$ cat config.mk
export PLATFORM = sky130hd
export DESIGN_NAME = base_fifo
export DESIGN_NICKNAME = d
export VERILOG_FILES = /design/src/rtl/base_pkg.sv /design/src/rtl/base_fifo_ptr.sv /design/src/rtl/base_fifo.sv
export SDC_FILE = /design/constraint.sdc
export NUM_CORES = 1
export LEC_CHECK = 0
export ABC_CLOCK_PERIOD_IN_PS = 1900
export CAP_MARGIN = 0
export CORE_AREA = 5 5 42 44
export CTS_CLUSTER_SIZE = 16
export DETAILED_ROUTE_END_ITERATION = 8
export DIE_AREA = 0 0 47 49
export GPL_TIMING_DRIVEN = 0
export PLACE_DENSITY = 0.45
export SKIP_CTS_REPAIR_TIMING = 1
export SLEW_MARGIN = 20
export SYNTH_ARGS = -nofsm -noshare
export SYNTH_HDL_FRONTEND = slang
export SYNTH_SLANG_ARGS = --single-unit
$ cat constraint.sdc
create_clock -name clk -period 1.9 [get_ports clk]
set_input_delay 0.19 -clock clk [delete_from_list [all_inputs] [get_ports clk]]
set_output_delay 0.19 -clock clk [all_outputs]
set_load 0.005 [all_outputs]
$ cat src/rtl/base_pkg.sv
// Shared constants and compile-time helpers for the base_* structural primitives.
package base_pkg;

  // Fill value used to model uninitialised storage in simulation.
  localparam logic [1:0] BASE_X_PATTERN = 2'b10;

  // Ceiling log2, never less than 1 so a pointer always has at least one bit.
  function automatic int unsigned clog2(input int unsigned n);
    int unsigned r;
    r = 0;
    while ((32'd1 << r) < n) r++;
    return (r == 0) ? 1 : r;
  endfunction

endpackage

$ cat src/rtl/base_fifo_ptr.sv
// Circular index register for base_fifo: async reset, sync clear, explicit wrap at depth-1.
module base_fifo_ptr
  import base_pkg::*;
#(
  parameter int unsigned depth = 2
) (
  input  logic                     clk,
  input  logic                     rst_n,
  input  logic                     clr_en,
  input  logic                     inc_en,
  output logic [clog2(depth)-1:0]  ptr
);

  localparam int unsigned PtrW = clog2(depth);

  logic [PtrW-1:0] ptr_q, ptr_d;

  // Compare-and-reset wrap keeps non-power-of-two depths correct.
  always_comb begin
    ptr_d = ptr_q;
    if (clr_en) begin
      ptr_d = '0;
    end else if (inc_en) begin
      ptr_d = (ptr_q == PtrW'(depth - 1)) ? '0 : ptr_q + PtrW'(1);
    end
  end

  always_ff @(posedge clk or negedge rst_n) begin
    if (!rst_n) begin
      ptr_q <= '0;
    end else begin
      ptr_q <= ptr_d;
    end
  end

  assign ptr = ptr_q;

endmodule

$ cat src/rtl/base_fifo.sv
// Guarded enq/deq FIFO between pipeline stages; storage is unreset, control state is reset.
// Define BASE_FIFO_PIPE_EN to let a full FIFO accept an enq in the same cycle as a deq.
module base_fifo
  import base_pkg::*;
#(
  parameter int unsigned width = 1,
  parameter int unsigned depth = 2,
  parameter int unsigned cnt_w = $clog2(depth + 1)
) (
  input  logic              clk,
  input  logic              rst_n,
  input  logic [width-1:0]  enq_in,
  input  logic              enq_en,
  output logic              enq_rdy,
  output logic [width-1:0]  deq_out,
  input  logic              deq_en,
  output logic              deq_rdy,
  input  logic              clr_en,
  output logic [cnt_w-1:0]  count
);

  localparam int unsigned PtrW = clog2(depth);

  logic [width-1:0] mem [depth];
  logic [PtrW-1:0]  rd_ptr, wr_ptr;
  logic [cnt_w-1:0] count_q, count_d;
  logic             full, empty, enq_fire, deq_fire;

  assign full  = (count_q == cnt_w'(depth));
  assign empty = (count_q == '0);

`ifdef BASE_FIFO_PIPE_EN
  // A same-cycle deq frees the slot, so a full FIFO can still accept.
  assign enq_rdy = !full | deq_en;
`else
  assign enq_rdy = !full;
`endif
  assign deq_rdy = !empty;
  assign deq_out = mem[rd_ptr];

  assign enq_fire = enq_en & enq_rdy;
  assign deq_fire = deq_en & deq_rdy;

  base_fifo_ptr #(
    .depth (depth)
  ) u_rd_ptr (
    .clk    (clk),
    .rst_n  (rst_n),
    .clr_en (clr_en),
    .inc_en (deq_fire),
    .ptr    (rd_ptr)
  );

  base_fifo_ptr #(
    .depth (depth)
  ) u_wr_ptr (
    .clk    (clk),
    .rst_n  (rst_n),
    .clr_en (clr_en),
    .inc_en (enq_fire),
    .ptr    (wr_ptr)
  );

  always_ff @(posedge clk) begin
    if (enq_fire && !clr_en) begin
      mem[wr_ptr] <= enq_in;
    end
  end

  always_comb begin
    count_d = count_q;
    if (clr_en) begin
      count_d = '0;
    end else if (enq_fire && !deq_fire) begin
      count_d = count_q + cnt_w'(1);
    end else if (deq_fire && !enq_fire) begin
      count_d = count_q - cnt_w'(1);
    end
  end

  always_ff @(posedge clk or negedge rst_n) begin
    if (!rst_n) begin
      count_q <= '0;
    end else begin
      count_q <= count_d;
    end
  end

  assign count = count_q;

endmodule
# [After elaboration in Yosys (flattened, before gate mapping)]
# Memory sizes are Yosys's and may differ from the RTL's.
# Index checks and enable logic that the tools add are counted.
# W data, S select, Z words.
[word_totals] regBits=4 latchBits=0 mem_bits_rw=2 rom_bits=0 input_bits=6 out_inout_bits=5 n_memories=1
[mem_list] name="mem" words=2 word_bits=1 rd=1 rd_clocked_by_memory_dff=0 write_ports=1 line_no="base_fifo.sv:24" rtl="logic [width-1:0] mem [depth];"
[op_classes] addsub=4 n_mul=0 div_mod_pow=0 n_lt_le_gt_ge=0 eq_ne=1 n_shift=0 n_mux=11 bitwise_logic=2 reduce_logical=12
[op_table] operator="$mux W1" count=8
[op_table] operator="$mux W2" count=3
[op_table] operator="$logic_not A1 Y1" count=5
[op_table] operator="$reduce_bool A2 Y1" count=2
[op_table] operator="$logic_and A1 B1 Y1" count=3
[op_table] operator="$reduce_bool A3 Y1" count=1
[op_table] operator="$add A1 B1 Y1 const B" count=2
[op_table] operator="$add A2 B1 Y2 const B" count=1
[op_table] operator="$and A1 B1 Y1" count=2
[op_table] operator="$eq A2 B2 Y1 const B" count=1
[op_table] operator="$logic_not A2 Y1" count=1
[op_table] operator="$sub A2 B1 Y2 const B" count=1

# [Depth between registers and ports, before layout]
# Gate-level depths: netlist (run 1).
[depth] word_depth=8 mapped_depth=4 depth_no_buf=4

# [By module]
# From an unflattened synthesis (run 1), not the netlist that was laid out.
[hier_totals] cells_unflattened=28 hier_area_um2=300.3
[by_module_without_submodules] module="base_fifo" n_inst=1 cells_per_inst=22 area_each_um2=225.2
[by_module_without_submodules] module="base_fifo_ptr" n_inst=2 cells_per_inst=3 area_each_um2=37.5

# [Least setup slack after synthesis (run 1)]
# Ideal clock, no wire load.
[synth_timing] path_kind="register to register" startpoint="reg count_q[1], in the netlist count[1]" endpoint="mem mem[1] (enable)" setup_time_ps=314 t_arrival_ps=931 slack_ps=655 stages_incl_launch_ff=5 path_buffers=0 path_cell_list="dfrtp_1 nor2b_1 inv_1 nand2_1 nor3b_1"
[synth_between] elab_chain_len=6
[synth_lines] item="from (decl)" line_no="base_fifo.sv:26" rtl="logic [cnt_w-1:0] count_q, count_d;"
[synth_lines] item="from (signal assigned)" line_no="base_fifo.sv:85" rtl="count_q <= count_d;"
[synth_lines] item="$eq A2 B2 Y1" line_no="base_fifo.sv:29" rtl="assign full = (count_q == cnt_w'(depth));"
[synth_lines] item="$logic_not A1 Y1" line_no="base_fifo.sv:36" rtl="assign enq_rdy = !full;"
[synth_lines] item="named net enq_rdy" line_no="base_fifo.sv:14" rtl="output logic enq_rdy,"
[synth_lines] item="$and A1 B1 Y1" line_no="base_fifo.sv:41" rtl="assign enq_fire = enq_en & enq_rdy;"
[synth_lines] item="$logic_and A1 B1 Y1" line_no="base_fifo.sv:65" rtl="if (enq_fire && !clr_en) begin"
[synth_lines] item="$mux W1" line_no="base_fifo.sv:65"
[synth_lines] item="$mux W1 (not written as such)" line_no="base_fifo.sv:66" rtl="mem[wr_ptr] <= enq_in;"
[synth_lines] item="to (decl)" line_no="base_fifo.sv:24"
# The timed path passes the listed nets, and every way through them passes these cells.

# [Worst setup path in the final report (run 1)]
[layout_timing] startpoint="reg count_q[1], in the netlist count[1]" endpoint="out enq_rdy"
[layout_between] elab_chain_len=2
[layout_lines] item="$eq A2 B2 Y1" line_no="base_fifo.sv:29"
[layout_lines] item="$logic_not A1 Y1" line_no="base_fifo.sv:36"
[layout_lines] item="to (decl)" line_no="base_fifo.sv:14"
# No other way between the ends.

==> results of run 1 <==
==> registers in the layout, indices dropped and copies added (netlist names) <==
| signal | count |
|---|---|
| count | 2 |
| u_wr_ptr.ptr | 1 |
| mem | 2 |
| u_rd_ptr.ptr | 1 |
==> metal layers <==
layer	GRT usage [%]	vias up	wire [um]
met5	0	-	0
met4	8.29	0	36
met3	4.80	4	57
met2	10.9	13	335
met1	8.50	127	311
li1	-	131	-
==> synth_stat cells, drive strengths merged <==
| master | number |
|---|---|
| o211ai | 1 |
| or2 | 2 |
| xor2 | 1 |
| nor2b | 1 |
| a21o | 1 |
| nor3 | 1 |
| mux2i | 1 |
| mux2 | 1 |
| or3 | 1 |
| inv | 2 |
| nor3b | 2 |
| o21ai | 2 |
| a21oi | 4 |
| nand3b | 1 |
| nor2 | 1 |
| nand2 | 1 |
| edfxtp | 2 |
| dfrtp | 4 |
==> final timing paths <==
path	slack, ps	start	endpoint
worst max-delay path	220	count[1]	enq_rdy
worst min-delay path	160	rst_n	u_rd_ptr.ptr
worst max register to register	520	count[1]	mem[1]
worst min register to register	570	u_rd_ptr.ptr	u_rd_ptr.ptr
max in group asynchronous	1560	rst_n	count[1]
min in group clk	540	enq_in	mem[1]
==> report_power, final <==
| part | total (uW) | switching (uW) | internal [uW] |
|---|---|---|---|
| registers | 151 | 8.45 | 142 |
| logic | 55.6 | 20.6 | 34.9 |
| clock network | 127 | 47.8 | 79.7 |
| total | 334 | 76.9 | 257 |
==> per-stage QoR <==
step / setup WS (ps) / utilization [%] / total power (uW) / area, um2
3_5_place_dp: 432 / 30.2 / 209 / 423
4_1_cts: 222 / 32.1 / 338 / 449
5_1_grt: 155 / 32.1 / 354 / 449
3_3_place_gp: 480 / 30.2 / 207 / 423
2_1_floorplan: 655 / - / 173 / 303
6_report: 216 / 32.1 / 334 / 449
==> cell type report <==
class,instances,area [um2]
Sequential cell,6,160
Tap cell,16,20.0
Inverter,2,7.51
Fill cell,156,952
Multi-Input combinational cell,21,135
Timing Repair Buffer,10,100
Clock buffer,4,26.3
==> cell families (layout without fill, tap and decap cells) <==
family	after synthesis	after routing	synth area share, %
flip-flops	6	6	52.9
XOR/XNOR	1	1	2.89
AND/OR/NAND/NOR	10	10	19.8
buffers and inverters	2	16	2.48
multiplexers	2	2	7.02
AO/OA/AOI/OAI	8	8	14.9
==> impl_metrics.env, run 1 <==
export IMPL_reg2regPathDepth=4
export IMPL_slowest_stage="clkdlybuf4s50_1"
export IMPL_dieArea_um2=2300
export IMPL_antenna_left=0
export IMPL_wl_per_cell_um=12.5
export IMPL_synth_ff_latch_count=6
export IMPL_skew_ps=2.77
export IMPL_crit_required_ps=1710
export IMPL_gp_congestion=0.746
export IMPL_path_buf_inv=2
export IMPL_cp_cell_sequence="nor2b_1 -> inv_1 -> clkdlybuf4s50_1"
export IMPL_layout_commonest_cell="clkdlybuf4s50_1"
export IMPL_power_density_nw_per_um2=743
export IMPL_cp_max_fo=7
export IMPL_cp_num_cells=3
export IMPL_grt_overflow_total=0
export IMPL_crit_family="buffers and inverters"
export IMPL_wirelength_um=740
export IMPL_timing_hold_worst_class="input port to async pin"
export IMPL_power_leakage_uw=0.000174
export IMPL_worstMarginPinSlew_ps=240
export IMPL_status="complete, no violations"
export IMPL_area_growth_pct=48.3
export IMPL_seq_area_frac_synth_pct=52.9
export IMPL_coreArea_um2=1400
export IMPL_clock_fmax_mhz=594
export IMPL_worst_setup_path_type="register to primary output"
export IMPL_drv_cap=0
export IMPL_grt_pass1_wl_um=1260
export IMPL_htree_levels=1
export IMPL_first_iter_violations=3
export IMPL_place_hpwl_um=554
export IMPL_slew_viol_final=0
export IMPL_rows=14
export IMPL_antenna_found_initial=0
export IMPL_fin_nets=50
export IMPL_cp_arrival_ps=1490
export IMPL_drive_above_1_share_pct=16.3
export IMPL_cp_end_kind="primary output"
export IMPL_start_util_pct=21.6
export IMPL_chipHeight_um=49
export IMPL_finalHoldViolCount=0
export IMPL_ioPinCount=11
export IMPL_cts_root_buffer="clkbuf_4"
export IMPL_cts_tree="yes"
export IMPL_yosys_top_cells_area="dfrtp_1 (33%), edfxtp_1 (20%), a21oi_1 (6.6%)"
export IMPL_synthDistinctLibCells=19
export IMPL_avgViaCountPerCell=4.66
export IMPL_grt_max_degree=9
export IMPL_crit_path_start_kind="register"
export IMPL_setup_viol=0
export IMPL_tns_ps=0
export IMPL_syn_nets=35
export IMPL_vias=275
export IMPL_avgSynthCellArea_um2=10.4
export IMPL_insertion_delay_ps=250
export IMPL_cts_buffer_depth=2
export IMPL_relSlewSlack_pct=84.0
export IMPL_syn_area_um2=303
export IMPL_grt_pass1_vias=300
export IMPL_place_inst=55
export IMPL_hold_ws_ps=156
export IMPL_layout_min_cycle_time_ps=1680
export IMPL_clock_sinks=6
export IMPL_yosysWarnings=0
export IMPL_firstDrtPassIters=2
export IMPL_fin_crit_sh_pct=88.6
export IMPL_synth_top_cell_area_share_pct=33.1
export IMPL_synth_largest_area_cell="dfrtp_1"
export IMPL_rsz0062_at_grt="false"
export IMPL_die_width_um=47
export IMPL_stdcell_count=59
export IMPL_io_buffers=10
export IMPL_cts_inserted_buffers=3
export IMPL_grt_usage_pct=8.29
export IMPL_path_clk_slew_ps=50
export IMPL_layout_common_cells="clkdlybuf4s50_1 (10), a21oi_1 (4), dfrtp_1 (4), clkbuf_4 (3)"
export IMPL_drc=0
export IMPL_max_vdd_ir_drop_mv=0.275
export IMPL_antennaDiodeCount=0
export IMPL_cp_slowest_stage_delay_ps=510
export IMPL_syn_inst=29
Power figures use the tool's default switching activity.
==> inputs of run 2 (changes only) <==
- SLEW_MARGIN: 20 -> not set
==> results of run 2 <==
Final layout, timing and power as in run 1 (identical DEF).
==> edit: new RTL, config.mk and constraints of run 2 <==
Add a define of `BASE_FIFO_PIPE_EN`.
--- a/src/rtl/base_fifo.sv
+++ b/src/rtl/base_fifo.sv
@@ -1,5 +1,7 @@
 // Guarded enq/deq FIFO between pipeline stages; storage is unreset, control state is reset.
 // Define BASE_FIFO_PIPE_EN to let a full FIFO accept an enq in the same cycle as a deq.
+`define BASE_FIFO_PIPE_EN
+
 module base_fifo
   import base_pkg::*;
 #(
Function: changed (a bounded check fails within 4 cycles, from zero or initial values and one cycle with rst_n low).
==> edit against run 2 <==
  * Synthesized area is 6.2% higher
  * Final cell count fell by 1.7%
  * Worst setup slack got worse by 0.12 ns
  * Register-to-register slack worse by 0.03 ns
  * Wire length shrank 10%
  * Via count is 6.5% lower
  * Hold slack got worse by 0.012 ns
  * Sequential cell count unchanged
  * Synthesized cell count is the same
  * Cell area grew 3.3%
  * Total power decreased by 0.84%
  * Sequential share of layout area shrank 1.2 points
  * Critical endpoint unchanged
  * Largest power group unchanged
==> edit: results (changes against run 2) <==
sequential share of power 0.458 (was 0.451); leading post-synthesis cells by cell area dfrtp_1, edfxtp_1, xor2_1, a21oi_1, mux2_4 (was dfrtp_1, edfxtp_1, a21oi_1, nor3b_1, or2_2); GR Util met3 0.05904 (was 0.04797); CP max FO 9 (was 7); GRT met2 Usage 0.08371 (was 0.1086); Compound-Gate Fraction of Synth Area 0.08560 (was 0.1488); register area 160.2 µm² (unchanged); Internal Power 252.6 µW (was 256.7 µW); non-filler cells, final 58 (was 59); Clock Skews 0.002836 ns (was 0.002772 ns); Crit path arrival time 1.61 ns (was 1.49 ns); XOR/XNOR Fraction of Synth Area 0.05447 (was 0.02893); Post-DP Area 441.7 µm² (was 422.9 µm²); Place WS 0.1257 ns (was 0.4316 ns); DRT iter0 DRCs 2 (was 3); Fillers 160 (was 156); largest net degree at the start of global routing 10 (was 9); crit-path max cell delay 0.47 ns (was 0.51 ns); global routing usage on met1 0.07865 (was 0.08501); slew margin rel. 0.8381 (was 0.8400); hold slack 0.1442 ns (was 0.1563 ns); RR Endpoint u_wr_ptr.ptr (was mem[1]); Peak VDD IR 0.2059 mV (was 0.2749 mV); DRT Pass-1 Iters 4 (was 2); share of layout cells above drive strength 1 0.1429 (was 0.1628); Pleak 0.0001838 µW (was 0.0001741 µW); combinational share of power 0.182 (was 0.167); CP max stage cell dfrtp_1 (was clkdlybuf4s50_1); via/cell ratio 4.431 (was 4.661); outcome completed (unchanged); first-pass GRT wire length 1.055 mm (was 1.262 mm); vias in the first global route 245 (was 300); top cells by count, synth dfrtp_1, a21oi_1, nor2_1 (was a21oi_1, dfrtp_1); DP HPWL 514.9 µm (was 553.9 µm); worst-case reg-to-reg path depth 3 (was 4); GP Congestion 0.7026 (was 0.7457); Netlist cell types 18 (was 19); Reg2Reg Setup Slack 0.49 ns (was 0.52 ns); final WL 664 µm (was 740 µm)
[edit: per-layer routing]
layer	share of wire	routed length, µm
met1	0.41	275
met2	0.48	316
met3	0.086	57
met4	0.021	14
met5	0	0
[edit: cell families after synthesis]
group            Yosys count
AO/OA/AOI/OAI              5
flip-flops                 6
XOR/XNOR                   2
AND/OR/NAND/NOR           13
multiplexers               3
[edit: critical path: cells and delay by family (launching register included)]
family,cells,cell delay (ns)
buf+inv,1,0.46
flops,1,0.47
simple gates,1,0.44
[edit: how the worst max path moves through the flow]
stage	start	end	slack, ns
2_1_floorplan	count[1]	u_wr_ptr.ptr	0.54
3_3_place_gp	deq_en	enq_rdy	0.14
3_5_place_dp	deq_en	enq_rdy	0.13
4_1_cts	count[1]	enq_rdy	0.09
5_1_grt	count[1]	enq_rdy	0.03
6_report	count[1]	enq_rdy	0.1
[edit: final cells by class]
cell class,count,area share
multi-input cells,23,0.3477
flip-flops and latches,6,0.3450
well taps,16,0.04313
clock buffers,3,0.04852
repair buffers,10,0.2156
